--- src/rtl/fetch_pkg.sv ---
// fetch_pkg: shared widths, halt sentinel and state encoding for the fetch stage
package fetch_pkg;
  localparam int INSTR_W = 13;
  localparam int ADDR_W = 5;
  localparam logic [INSTR_W-1:0] HALT_WORD = 13'h1FFF;
  typedef enum logic [1:0] {IDLE, FETCH, HALT} state_t;
endpackage

--- src/rtl/instr_mem.sv ---
// instr_mem: program memory with synchronous write and asynchronous read
module instr_mem #(
  parameter int INSTR_W = fetch_pkg::INSTR_W,
  parameter int ADDR_W = fetch_pkg::ADDR_W,
  parameter int DEPTH = 2**ADDR_W
) (
  input  logic               clk,
  input  logic               we,
  input  logic [ADDR_W-1:0]  waddr,
  input  logic [INSTR_W-1:0] wdata,
  input  logic [ADDR_W-1:0]  raddr,
  output logic [INSTR_W-1:0] rdata
);
  logic [INSTR_W-1:0] mem [DEPTH];
  always_ff @(posedge clk) if (we) mem[waddr] <= wdata;
  assign rdata = mem[raddr];
endmodule

--- src/rtl/instr_fetch.sv ---
// instr_fetch: sequences the pc through program memory and presents one instruction per cycle
module instr_fetch #(
  parameter int INSTR_W = fetch_pkg::INSTR_W,
  parameter int ADDR_W = fetch_pkg::ADDR_W,
  parameter int DEPTH = 2**ADDR_W,
  parameter logic [INSTR_W-1:0] HALT_WORD = fetch_pkg::HALT_WORD
) (
  input  logic               clk,
  input  logic               reset,
  input  logic               start,
  input  logic               load_en,
  input  logic [ADDR_W-1:0]  load_addr,
  input  logic [INSTR_W-1:0] load_data,
  input  logic               jump_en,
  input  logic [ADDR_W-1:0]  jump_addr,
  output logic [INSTR_W-1:0] instr,
  output logic               instr_valid,
  input  logic               instr_ready,
  output logic [ADDR_W-1:0]  pc,
  output logic               halted
);
  import fetch_pkg::*;
  state_t state, state_n;
  logic [ADDR_W-1:0] rd_addr;
  logic [INSTR_W-1:0] mem_data, word;
  logic wr_en, take, halt_hit;
  assign wr_en = load_en && state != FETCH;
  assign rd_addr = state != FETCH ? '0 : jump_en ? jump_addr : pc + 1'b1;
  instr_mem #(.INSTR_W(INSTR_W), .ADDR_W(ADDR_W), .DEPTH(DEPTH)) u_mem (
    .clk(clk), .we(wr_en), .waddr(load_addr), .wdata(load_data),
    .raddr(rd_addr), .rdata(mem_data)
  );
  // a write landing in the same cycle as start is forwarded to the read
  assign word = wr_en && load_addr == rd_addr ? load_data : mem_data;
  assign halt_hit = word == HALT_WORD;
  assign take = state == FETCH ? jump_en || instr_ready : start;
  always_ff @(posedge clk or posedge reset)
    if (reset) state <= IDLE;
    else state <= state_n;
  always_comb state_n = take ? (halt_hit ? HALT : FETCH) : state;
  always_comb begin
    instr_valid = state == FETCH;
    halted = state == HALT;
  end
  always_ff @(posedge clk or posedge reset)
    if (reset) begin
      pc <= '0;
      instr <= '0;
    end else if (take) begin
      pc <= rd_addr;
      if (!halt_hit) instr <= word;
    end
endmodule

--- config.mk ---
export PLATFORM = sky130hd
export DESIGN_NAME = instr_fetch
export DESIGN_NICKNAME = d
export VERILOG_FILES = /design/src/rtl/fetch_pkg.sv /design/src/rtl/instr_mem.sv /design/src/rtl/instr_fetch.sv
export SDC_FILE = /design/constraint.sdc
export NUM_CORES = 1
export LEC_CHECK = 0
export CORE_MARGIN = 1
export CORE_UTILIZATION = 25
export DETAILED_ROUTE_END_ITERATION = 10
export GPL_TIMING_DRIVEN = 0
export PLACE_DENSITY = 0.37
export SYNTH_ARGS = -nofsm -noshare
export SYNTH_HDL_FRONTEND = slang
export SYNTH_SLANG_ARGS = --single-unit
--- constraint.sdc ---
create_clock -name clk -period 4 [get_ports clk]
set_clock_uncertainty 0.15 [all_clocks]
set_input_delay 0.8 -clock clk [delete_from_list [all_inputs] [get_ports clk]]
set_output_delay 0.8 -clock clk [all_outputs]
set_load 0.005 [all_outputs]
==> metrics.txt, run 1 <==
# IOs 49; Pwr Total 11.8 mW; Max clock buf depth 3; Std-Cell Rows 96; Crit. End Element flop; first-pass GRT wire length 86900 µm; Antenna Nets Post-Route 0; Placer Congestion 0.771; # clock sinks 436; Synth Area in Compound Gates 0.109; hold path cells 1; Root Driver clkbuf_16; Post-Place Worst Slack -2.95 ns; worst ir drop on vdd 300 µV; HP Start instr[2]$_DFFE_PP0P_; warnings from Yosys 0; leakage dissipation 7.43 nW; Core Region 0.0688 mm²; initial antenna violation count 0; Post-synth EDFFs 416; final setup margin 0.0823 ns; Hold Path Class reg2reg; mapped cell area 0.0175 mm²; Reg-to-Reg End instr[3]$_DFFE_PP0P_; Port Buffer Count 47; CTS Buf Count 49; # hold bufs at CTS 0; status completed; R2R Path Start pc[1]$_DFFE_PP0N_; Tcrit/Tclk final 0.979; number of remaining DRC errors 0; CTS tree yes; Design Area, Final 0.0225 mm²; Crit Path Class in2reg; GRT overflow 0; H-tree depth 2; Synth async-reset ratio 0.0459; ys flop type edfxtp_1; Die ar. 0.0709 mm²; post-synthesis mux area share 0.0644; Rel. slew slack 0.115; Worst R2R Path Depth 14; Via density 4.84; Critical Path AT 4.24 ns; Slew @ Worst Pin 1.32 ns; max cap viols 0; Post-Synth Adder-Cell Area 0.000717; Syn Nets 1148; Post-Synth Simple-Gate Area 0.0597; Setup TNS 0 ns; Initial Util 0.254; fmax 0.255 GHz; Synth Area in XOR/XNOR 0.000502; min Tclk post-route 3.92 ns; CP startpoint kind primary input; 1st-iter DRT viols 994; PwrDens 528 mW/mm²; Crit Path Max Fanout 10; max-slew violations 0; Synth Area per Inst 15.6 µm²; Worst-path clk slew 0.06 ns; Global Route Usage Sum 0.177; Post-DP HPWL 40800 µm; dpl cell area 0.0196 mm²; height of the die 266 µm; clk_lat worst skew 0.59 ns; n_diodes 0; largest family of logic cells by synthesized area compound AO/OA/AOI/OAI gates; Hold Vio Cnt, Final 0; register area share after synthesis 0.744; R2R setup slack 0.09 ns; P&R area growth vs syn 28.6%; vias after detailed routing 10.9k; nets 1311; Yosys reg bits 436; vias in the first global route 11.0k; Avg WL per Cell 27.7 µm; DIE WIDTH 266 µm; drt total wl 62400 µm; count of different cell masters after synthesis 58; largest net degree at the start of global routing 35; Worst Hold End instr[2]$_DFFE_PP0P_; Synth Instances 1118; worst path required time 4.32 ns; Pre-antenna DRT Iters 5; layout cells sized above 1 0.243; final setup fails 0
-- metal layers --
metal  global-route usage  wire (µm)  up-vias
met2                0.269      27900      349
met3               0.0319       3400      105
li1                     -          -     4812
met1                0.248      29000     5631
met4               0.0697       2130        0
met5                    0          0        -
-- metrics by stage --
stage               hold WS (ns)  utilization  instances
finish                     0.360        0.326       2252
global route               0.375        0.326       2252
CTS                        0.363        0.324       2244
detailed placement         0.350        0.285       2124
global placement           0.348        0.277       2096
floorplan                  0.339            -       1118
-- logic make-up after synthesis --
| group | count (synthesis) |
|---|---|
| xor+xnor | 1 |
| fa+ha+maj | 1 |
| simple gates | 228 |
| buf+inv | 82 |
| compound gates | 268 |
| mux | 102 |
| flops | 436 |
-- where the power goes --
part	switching (mW)	internal, mW
combinational	1.46	0.960
sequential	0.0460	5.06
clock	1.87	2.45
total	3.38	8.47
-- synth_stat cells, drive strengths merged (4+ instances only) --
cell type,instances,share of area
edfxtp,416,0.72
nand2,121,0.026
a21oi,102,0.029
mux2i,92,0.053
a221oi,86,0.043
nor2,50,0.011
clkbuf,45,0.0097
buf,29,0.0096
dfrtp,20,0.029
o21ai,18,0.0052
nor4,14,0.0066
a22o,13,0.0065
nand3,12,0.0037
o211a,9,0.0052
mux4,8,0.010
o41ai,8,0.0040
inv,7,0.0016
nand2b,6,0.0022
o22ai,6,0.0022
a221o,5,0.0029
a22oi,4,0.0017
a32oi,4,0.0020
or4,4,0.0017
-- how the worst max path moves through the flow --
stage | from | endpoint | slack (ns)
floorplan | jump_en | instr[3]$_DFFE_PP0P_ | 0.009
global placement | jump_en | state[1]$_DFFE_PP0N_ | -2.93
detailed placement | jump_en | state[1]$_DFFE_PP0N_ | -2.95
CTS | pc[0]$_DFFE_PP0N_ | instr[3]$_DFFE_PP0P_ | 0.005
global route | pc[1]$_DFFE_PP0N_ | instr[3]$_DFFE_PP0P_ | -0.01
finish | jump_addr[1] | instr[3]$_DFFE_PP0P_ | 0.08
-- worst max-delay path, cell delays in order --
cell             delay (ns)
clkdlybuf4s50_1        0.54
mux2i_4                0.13
nor2_4                 0.14
buf_12                 0.14
buf_4                  0.22
buf_4                  0.31
a21oi_1                0.12
a221o_1                0.32
nand4_1                0.26
o22ai_4                0.18
nor4_4                 0.32
nand3_2                0.16
o31ai_4                0.24
mux2_4                 0.32
-- placed cells by master, fill, tap and decap left out, types with 23 or more instances in the layout --
master           count
edfxtp_1           416
nand2_1            119
a21oi_1            101
mux2i_1             90
clkbuf_16           51
a221oi_1            49
buf_4               45
clkdlybuf4s50_1     41
nor2_2              28
a221oi_2            27
buf_8               23
-- sequential cells by signal (all words and copies together), names as in the netlist --
register   cells
instr         13
pc             5
state          2
u_mem.mem    416
-- cell type report --
class / count / area (µm²)
clock inverter: 24 / 188
timing repair buffer: 116 / 1280
inverter: 8 / 45.0
multi-input combinational: 600 / 4760
tap: 931 / 1160
fill: 6672 / 46400
buffer: 70 / 716
sequential: 436 / 13000
clock buffer: 67 / 1290
-- timing repair --
item | in CTS | in global routing
buffers inserted | 29 | 11
setup endpoints to repair | 15 | 15
gates cloned | 1 | 0
pin swaps | 17 | 10
resized for setup | 252 | 28
No activity file was read; power rests on OpenSTA's default activity.
==> inputs of run 2 (changes only) <==
--- a/config.mk
+++ b/config.mk
@@ -5,11 +5,14 @@
 export SDC_FILE = /design/constraint.sdc
 export NUM_CORES = 1
 export LEC_CHECK = 0
+export CAP_MARGIN = 15
 export CORE_MARGIN = 1
 export CORE_UTILIZATION = 25
 export DETAILED_ROUTE_END_ITERATION = 10
+export DONT_BUFFER_PORTS = 1
 export GPL_TIMING_DRIVEN = 0
-export PLACE_DENSITY = 0.37
+export PLACE_DENSITY = 0.36
+export SLEW_MARGIN = 15
 export SYNTH_ARGS = -nofsm -noshare
 export SYNTH_HDL_FRONTEND = slang
 export SYNTH_SLANG_ARGS = --single-unit
==> run 2 against run 1 <==
- global-route usage down 0.052 points
- via count down 2.2%
- sequential share of layout area up 2.5 points
- total power down 2.3%
- combinational power down 15%
- register-to-register slack worse by 0.02 ns
- final area down 4.2%
- sequential power about the same
- highest routed layer unchanged
==> metrics.txt, run 2 (same netlist as run 1, synthesis figures left out) <==
status completed; P&R area growth vs syn 23.3%; CTS tree yes; Critical Path AT 4.25 ns (about the same); Post-DP HPWL 39800 µm (-2.6%); Rel. slew slack 0.424 (+0.310); Pwr Total 11.6 mW (-2.3%); Slew @ Worst Pin 0.859 ns (-0.465 ns); Root Driver clkbuf_16; largest net degree at the start of global routing 35 (unchanged); final setup margin 0.0725 ns (-0.00980 ns); vias in the first global route 10.6k (-3.9%); CP top delay family simple AND/OR/NAND/NOR gates; Max clock buf depth 3 (unchanged); fmax 0.255 GHz (-0.25%); H-tree depth 2 (unchanged); worst ir drop on vdd 295 µV (-1.7%); Largest regs u_mem.mem x416, instr x13, pc x5; PwrDens 538 mW/mm² (+1.9%); RSZ-0062 raised after global routing yes; CTS Buf Count 50 (+2.0%); Pre-antenna DRT Iters 6 (+1); CP dominant cell by count buf_6; Core Region 0.0688 mm² (unchanged); worst stage delay on the critical path 0.49 ns (-0.05 ns); height of the die 266 µm (unchanged); nets 1235 (-5.8%); Post-Place Worst Slack -2.19 ns (+0.759 ns); Worst-path clk slew 0.06 ns (about the same); # IOs 49 (unchanged); n_diodes 0 (unchanged); Worst path slowest cell or4b_4; Die ar. 0.0709 mm² (unchanged); vias after detailed routing 10.7k (-2.2%); layout cells sized above 1 0.222 (-0.0214); clk_lat worst skew 0.61 ns (+0.02 ns); Global Route Usage Sum 0.176 (-0.000523); Placer Congestion 0.765 (-0.84%); commonest non-fill, non-tap cell in the layout edfxtp_1; max cap viols 0 (unchanged); Most flops, register u_mem.mem; first-pass GRT wire length 86000 µm (-1.1%); most frequent cells in the layout 416 x edfxtp_1, 119 x nand2_1, 101 x a21oi_1; 1st-iter DRT viols 961 (-3.3%); GRT overflow 0 (unchanged); initial antenna violation count 0 (unchanged); Initial Util 0.254 (unchanged); Critical path buffers and inverters 6 (+2); DIE WIDTH 266 µm (unchanged); max FFs per register 416 (unchanged); Via density 4.91 (+1.4%); Crit Path Max Fanout 9 (-1); worst path required time 4.32 ns (about the same); Crit. End Element flop; min Tclk post-route 3.93 ns (+0.00980 ns); Std-Cell Rows 96 (unchanged); Hold Path Class in2async; Avg WL per Cell 28.7 µm (+3.7%); # clock sinks 436 (unchanged); drt total wl 62400 µm (about the same); R2R setup slack 0.07 ns (-0.02 ns); final setup fails 0 (unchanged); Hold Vio Cnt, Final 0 (unchanged); number of remaining DRC errors 0 (unchanged); Port Buffer Count 0 (-100%); crit-path cells nand2b_4 > buf_6 > inv_4 > or4b_4 > buf_6 > or3_1 > or3b_1 > buf_6 > clkinv_4 > buf_12 > nand2_1 > o211a_2 > nor4_4 > nand3_2 > o31ai_4 > mux2_1; leakage dissipation 7.03 nW (-5.4%); max-slew violations 0 (unchanged); Crit Path Class reg2reg; CP startpoint kind flop; Antenna Nets Post-Route 0 (unchanged); Tcrit/Tclk final 0.982 (+0.00245)
-- run 2: cell types whose count changed in the layout (fill, tap and decap cells not counted), sizes merged --
cell	previous run	this run
buf	98	66
clkbuf	110	102
clkdlybuf4s50	41	0
clkinv	20	24
dlygate4sd2	3	0
-- run 2: final timing paths --
check,from,end,cells after the start
worst max register to register,state[1]$_DFFE_PP0N_,instr[3]$_DFFE_PP0P_,16
worst min-delay path,reset,instr[3]$_DFFE_PP0P_,1
worst min register to register,instr[2]$_DFFE_PP0P_,instr[2]$_DFFE_PP0P_,1
max in group asynchronous,reset,pc[1]$_DFFE_PP0N_,1
worst max-delay path,state[1]$_DFFE_PP0N_,instr[3]$_DFFE_PP0P_,16
min in group clk,load_data[8],u_mem.mem[1][8]$_DFFE_PP_,0
-- run 2: final cells by class --
| cell class | instances | area, µm² |
|---|---|---|
| inverters | 8 | 37.5 |
| flip-flops and latches | 436 | 13000 |
| clock buffers | 60 | 1310 |
| plain buffers | 73 | 642 |
| fillers | 6791 | 47300 |
| well taps | 931 | 1160 |
| multi-input cells | 600 | 4660 |
| repair buffers | 36 | 492 |
| clock inverters | 28 | 221 |
-- run 2: worst register-to-register path, cell delays in order (launching register included) --
cell and delay (ns):
dfrtp_1 0.39, nand2b_4 0.14, buf_6 0.10, inv_4 0.05, or4b_4 0.49, buf_6 0.13, or3_1 0.30, or3b_1 0.39
buf_6 0.16, clkinv_4 0.10, buf_12 0.14, nand2_1 0.06, o211a_2 0.20, nor4_4 0.29, nand3_2 0.15, o31ai_4 0.22
mux2_1 0.34
-- run 2: report_power, final --
part / leakage [nW] / total (mW) / switching, mW / internal [mW]
logic: 2.30 / 2.06 / 1.33 / 0.735
clock network: 0.756 / 4.38 / 1.87 / 2.51
registers: 3.97 / 5.12 / 0.0627 / 5.06
-- run 2: timing repair --
item	in CTS	in global routing
gates resized for setup	189	26
pin swaps	11	4
setup buffers	16	3
setup endpoints to repair	15	15
hold buffers	0	0
gates cloned	1	0
-- run 2: per-layer routing --
metal  routed length, µm  track usage  vias to the layer above
met5                   0            0                        -
met4                1280       0.0464                        0
met3                3280       0.0296                       79
met2               28200        0.273                      320
met1               29600        0.254                     5604
li1                    -            -                     4655
-- run 2: through the flow --
stage / hold WS, ns / instances / cell area (µm²) / util / TNS (ns)
after CTS: 0.0870 / 2169 / 21400 / 0.311 / 0
after floorplan: 0.339 / 1118 / 17500 / - / 0
after detailed placement: 0.374 / 2065 / 19100 / 0.277 / -31.66
after global placement: 0.369 / 2049 / 18600 / 0.271 / -31.23
final: 0.0879 / 2172 / 21500 / 0.313 / 0
after global routing: 0.113 / 2172 / 21500 / 0.313 / -0.0333
==> patch 1 (settings of run 2) <==
`ADDR_W`: 5 -> 4.
--- a/src/rtl/fetch_pkg.sv
+++ b/src/rtl/fetch_pkg.sv
@@ -2,5 +2,5 @@
 package fetch_pkg;
   localparam int INSTR_W = 13;
-  localparam int ADDR_W = 5;
+  localparam int ADDR_W = 4;
   localparam logic [INSTR_W-1:0] HALT_WORD = 13'h1FFF;
   typedef enum logic [1:0] {IDLE, FETCH, HALT} state_t;
Interface: changed (resized jump_addr, load_addr and pc); port bits go from 49 to 46. No check against the original RTL was run, so the function may have changed too.
==> patch 1 against run 2 <==
Cell count is 44% lower. Largest cell class unchanged. Synthesized area is 46% lower. Non-clock buffer count is 51 lower. Via count is 45% lower. Worst setup slack better by 0.15 ns. Wire length is 52% lower. Critical path depth is 3 lower. Total power is 46% lower. Hold slack better by 0.039 ns. Critical path type unchanged. Design area is 47% lower. Sequential cell count is 209 lower. Synthesized cell count is 43% lower.
==> patch 1: results (changes against run 2) <==
critical_path_arrival_ns: 4.05  # was 4.25 ns
crit_path_max_fanout: 10  # was 9
htree_levels: 1  # was 2
met2_wirelength_mm: 14.10  # was 28.24 mm
final.hold.worst_slack_ns: 0.1267  # was 0.08792 ns
wl_met1_mm: 13.00  # was 29.58 mm
grt_pass1_wl_mm: 42.68  # was 85.97 mm
powerDensity_mw_per_mm2: 550.0  # was 537.7 mW/mm2
via_count: 5854  # was 10660
critical-path-slowest-cell: "sky130_fd_sc_hd__or4_1"  # was sky130_fd_sc_hd__or4b_4
clk_pin_slew_worst_paths_ns: 0.06  # about the same
placement.setup.worst_slack_ns: -0.7089  # was -2.187 ns
synth_edf_count: 208  # was 416
synthesis.nets: 668  # was 1148
outcome: "finished clean"  # unchanged
clock_insertion_delay_worst_skew_ns: 0.53  # was 0.61 ns
layout_top_registers: "u_mem.mem x208, instr x13, pc x4"  # was u_mem.mem x416, instr x13, pc x5
cts_buffers: 26  # was 50
power.leakage_nw: 3.798  # was 7.030 nW
cts_root_buf: "sky130_fd_sc_hd__clkbuf_16"  # unchanged
grt_pass1_vias: 5785  # was 10570
globalplace.congestion: 0.7542  # was 0.7645
netlist-cell-type-count: 65  # was 58
drt-pass1-iter-count: 5  # was 6
synthArstFlopShare: 0.08370  # was 0.04587
synth_top_cells_by_area: "sky130_fd_sc_hd__edfxtp_1 (66%), sky130_fd_sc_hd__dfrtp_1 (5.0%), sky130_fd_sc_hd__nand2_1 (2.9%)"  # was sky130_fd_sc_hd__edfxtp_1 (72%), sky130_fd_sc_hd__mux2i_1 (5.3%), sky130_fd_sc_hd__a221oi_1 (4.3%)
grt_use_total: 0.1552  # was 0.1764
ys_seq_area_frac: 0.7071  # was 0.7445
drtIter0Drc: 459  # was 961
drt-total-wl_mm: 29.76  # was 62.39 mm
n_fill_cell: 3727  # was 6791
synth_commonest_cells: "sky130_fd_sc_hd__edfxtp_1 (208), sky130_fd_sc_hd__nand2_1 (73), sky130_fd_sc_hd__a21oi_1 (47)"  # was sky130_fd_sc_hd__edfxtp_1 (416), sky130_fd_sc_hd__nand2_1 (120), sky130_fd_sc_hd__a21oi_1 (102)
min-delay-path-class: "primary input to async pin"  # unchanged
antenna_found_initial: 0  # unchanged
final_nets: 718  # was 1235
met3RoutedLength_mm: 2.000  # was 3.282 mm
largest_register_ffs: 208  # was 416
worst_ir_drop_vdd_mv: 0.2106  # was 0.2951 mV
path_delay_family: "simple AND/OR/NAND/NOR gates"  # unchanged
wl_per_cell_um: 24.39  # was 28.72 um
fp-row-count: 71  # was 96
pin_count_of_the_biggest_net_entering_global_routing: 20  # was 35
drive_gt1_frac: 0.2045  # was 0.2216
hpwl_detailed_mm: 20.21  # was 39.76 mm
tightest_slew_ns: 0.7824  # was 0.8590 ns
ff2ff_setup_slack_ns: 0.22  # was 0.07 ns
post-place-cells: 1166  # was 2065
clockBufferDepth: 3  # unchanged
critical-path-max-stage-delay_ns: 0.60  # was 0.49 ns
dpl-instance-area_mm2: 0.01037  # was 0.01907 mm2
post_syn_area_per_cell_um2: 14.85  # was 15.61 um2
final.min_clock_period_ns: 3.776  # was 3.928 ns
[patch 1: cell types whose count changed after synthesis, sizes merged, moves of 19 or more]
cell,change
a221oi,-79
a211oi,+19
nor2,-21
nand2,-45
mux2i,-67
a21oi,-54
edfxtp,-208
clkbuf,-43
[patch 1: worst paths after layout]
kind | from | to | cells after the start
worst max-delay path | pc[0] | state[0] | 13
worst min-delay path | reset | state[0] | 1
worst max register to register | pc[0] | state[0] | 13
worst min register to register | instr[0] | instr[0] | 1
max in group asynchronous | reset | pc[0] | 1
min in group clk | load_data[12] | u_mem.mem[2][12] | 0
[patch 1: timing repair]
item	in CTS	in global routing
pin swaps	2	1
gates resized for setup	3	8
setup buffers	4	3
endpoints found under the setup margin	15	14
[patch 1: per-layer routing]
layer,global-route usage,vias to the layer above
met3,0.03508,38
met5,0,-
met4,0.04220,0
met2,0.2574,216
met1,0.2031,2996
li1,-,2604
[patch 1: final cells by class]
class                           count  area share
Buffer                             36     0.02212
Timing Repair Buffer               22     0.01948
Multi-Input combinational cell    362      0.2267
Inverter                           15    0.005503
Tap cell                          511     0.05624
Clock inverter                     20     0.01915
Clock buffer                       27     0.05943
Sequential cell                   227      0.5913
[patch 1: logic make-up after synthesis]
group / synth area share
xor gates and xnor gates: 0.001712
AOI/OAI and AO/OA: 0.1186
and+or+nand+nor: 0.08385
adders and majority gates: 0.001316
buffers and inverters: 0.03212
DFF: 0.7071
muxes: 0.05528
[patch 1: where the power goes]
part	switching (mW)	internal [mW]	leakage (nW)
Combinational	0.672	0.387	1.27
Clock	0.946	1.54	0.442
Sequential	0.0586	2.65	2.08
Total	1.68	4.58	3.80
==> patch 2 (settings of run 2) <==
Without the edit above. Make the reset (`reset`) synchronous in 2 clocked blocks. Comments in the files are not updated.
--- a/src/rtl/instr_fetch.sv
+++ b/src/rtl/instr_fetch.sv
@@ -35,5 +35,5 @@
   assign halt_hit = word == HALT_WORD;
   assign take = state == FETCH ? jump_en || instr_ready : start;
-  always_ff @(posedge clk or posedge reset)
+  always_ff @(posedge clk)
     if (reset) state <= IDLE;
     else state <= state_n;
@@ -43,5 +43,5 @@
     halted = state == HALT;
   end
-  always_ff @(posedge clk or posedge reset)
+  always_ff @(posedge clk)
     if (reset) begin
       pc <= '0;
Formal check against the unedited RTL: not equivalent (a bounded check fails within 4 cycles, from zero or initial values and one cycle with reset high; the reset may be asserted at any time).
==> patch 2 against run 2 <==
Largest power group unchanged. Non-clock buffer count grew 27. First-iteration DRC count rose by 22%. Critical path depth shrank 2. Wire length is 17% higher. Total power decreased by 8.4%. Design area grew 2.9%. Worst setup slack gained 0.017 ns. Synthesized area rose by 4.1%. Critical endpoint is now instr[2]. Sequential cell count unchanged.
==> patch 2: results (changes against run 2) <==
drtIter0Drc: 1172  # was 961
post_layout_instance_count_excluding_filler_cells: 2415  # was 2172
wl_met1_mm: 32.94  # was 29.58 mm
post_syn_area_per_cell_um2: 13.50  # was 15.61 um2
crit_path_max_fanout: 10  # was 9
synthArstFlopShare: 0  # was 0.04587
reg_to_reg_end: "instr[2]"  # was instr[3]
drive_gt1_frac: 0.1911  # was 0.2216
dpl-instance-area_mm2: 0.02013  # was 0.01907 mm2
final_nets: 1461  # was 1235
grt_pass1_wl_mm: 101.2  # was 85.97 mm
post-layout-total-power_mw: 10.60  # was 11.57 mW
n_fill_cell: 7229  # was 6791
worstSetupStartpoint: "state[1]"  # unchanged
cp-endpoint: "instr[2]"  # was instr[3]
hpwl_detailed_mm: 48.25  # was 39.76 mm
post-place-cells: 2321  # was 2065
critical_path_arrival_ns: 4.28  # was 4.25 ns
powerDensity_mw_per_mm2: 478.7  # was 537.7 mW/mm2
critical-path-max-stage-delay_ns: 0.65  # was 0.49 ns
antenna_found_initial: 1  # was 0
grt_pass1_vias: 12550  # was 10570
globalplace.congestion: 0.8019  # was 0.7645
drt-pass1-iter-count: 7  # was 6
met2_wirelength_mm: 33.46  # was 28.24 mm
synth_top_cells_by_area: "sky130_fd_sc_hd__edfxtp_1 (69%), sky130_fd_sc_hd__nand2_1 (4.4%), sky130_fd_sc_hd__a32oi_1 (3.0%)"  # was sky130_fd_sc_hd__edfxtp_1 (72%), sky130_fd_sc_hd__mux2i_1 (5.3%), sky130_fd_sc_hd__a221oi_1 (4.3%)
ys_seq_area_frac: 0.7098  # was 0.7445
global_route.usage.met3: 0.03432  # was 0.02957
path_delay_family: "compound AO/OA/AOI/OAI gates"  # was simple AND/OR/NAND/NOR gates
synth_commonest_cells: "sky130_fd_sc_hd__edfxtp_1 (416), sky130_fd_sc_hd__nand2_1 (215), sky130_fd_sc_hd__nand3_1 (80)"  # was sky130_fd_sc_hd__edfxtp_1 (416), sky130_fd_sc_hd__nand2_1 (120), sky130_fd_sc_hd__a21oi_1 (102)
min-delay-path-class: "primary input to flip-flop"  # was primary input to async pin
avgViaCountPerCell: 5.189  # was 4.907
pin_count_of_the_biggest_net_entering_global_routing: 34  # was 35
synthesis.nets: 1375  # was 1148
relSlewSlack: 0.3885  # was 0.4243
switching_share: 0.2555  # was 0.2820
cells_on_worst_reg2reg_path: 14  # was 16
outcome: "finished clean"  # unchanged
met3RoutedLength_mm: 4.313  # was 3.282 mm
grt_use_total: 0.1968  # was 0.1764
critical-path-slowest-cell: "sky130_fd_sc_hd__a211oi_2"  # was sky130_fd_sc_hd__or4b_4
ff2ff_setup_slack_ns: 0.09  # was 0.07 ns
timing.final.crit_share: 0.9776  # was 0.9819
highest_layer: "met4"  # unchanged
powerSeq_mw: 5.08  # was 5.12 mW
grt_use_met1: 0.2715  # was 0.2540
patch 2: final cells by class:
| type | count | area share |
|---|---|---|
| multi-input cells | 791 | 0.2325 |
| inverters | 14 | 0.002655 |
| flip-flops and latches | 436 | 0.5823 |
| well taps | 950 | 0.05367 |
| plain buffers | 103 | 0.03141 |
| clock buffers | 69 | 0.06356 |
| clock inverters | 19 | 0.005310 |
| repair buffers | 33 | 0.02853 |
patch 2: what timing repair did:
action | 4_1_cts | 5_1_grt
pin swaps | 2 | 9
setup endpoints to repair | 15 | 15
hold buffers | 0 | 0
resized for setup | 98 | 55
buffers inserted | 1 | 6
patch 2: cells by family after synthesis:
| family | count (synthesis) | synth area share |
|---|---|---|
| simple gates | 439 | 0.1137 |
| flops | 436 | 0.7098 |
| compound gates | 321 | 0.1272 |
| buf+inv | 118 | 0.02990 |
| mux | 28 | 0.01784 |
| xor+xnor | 2 | 0.0009646 |
| fa+ha+maj | 1 | 0.0006887 |
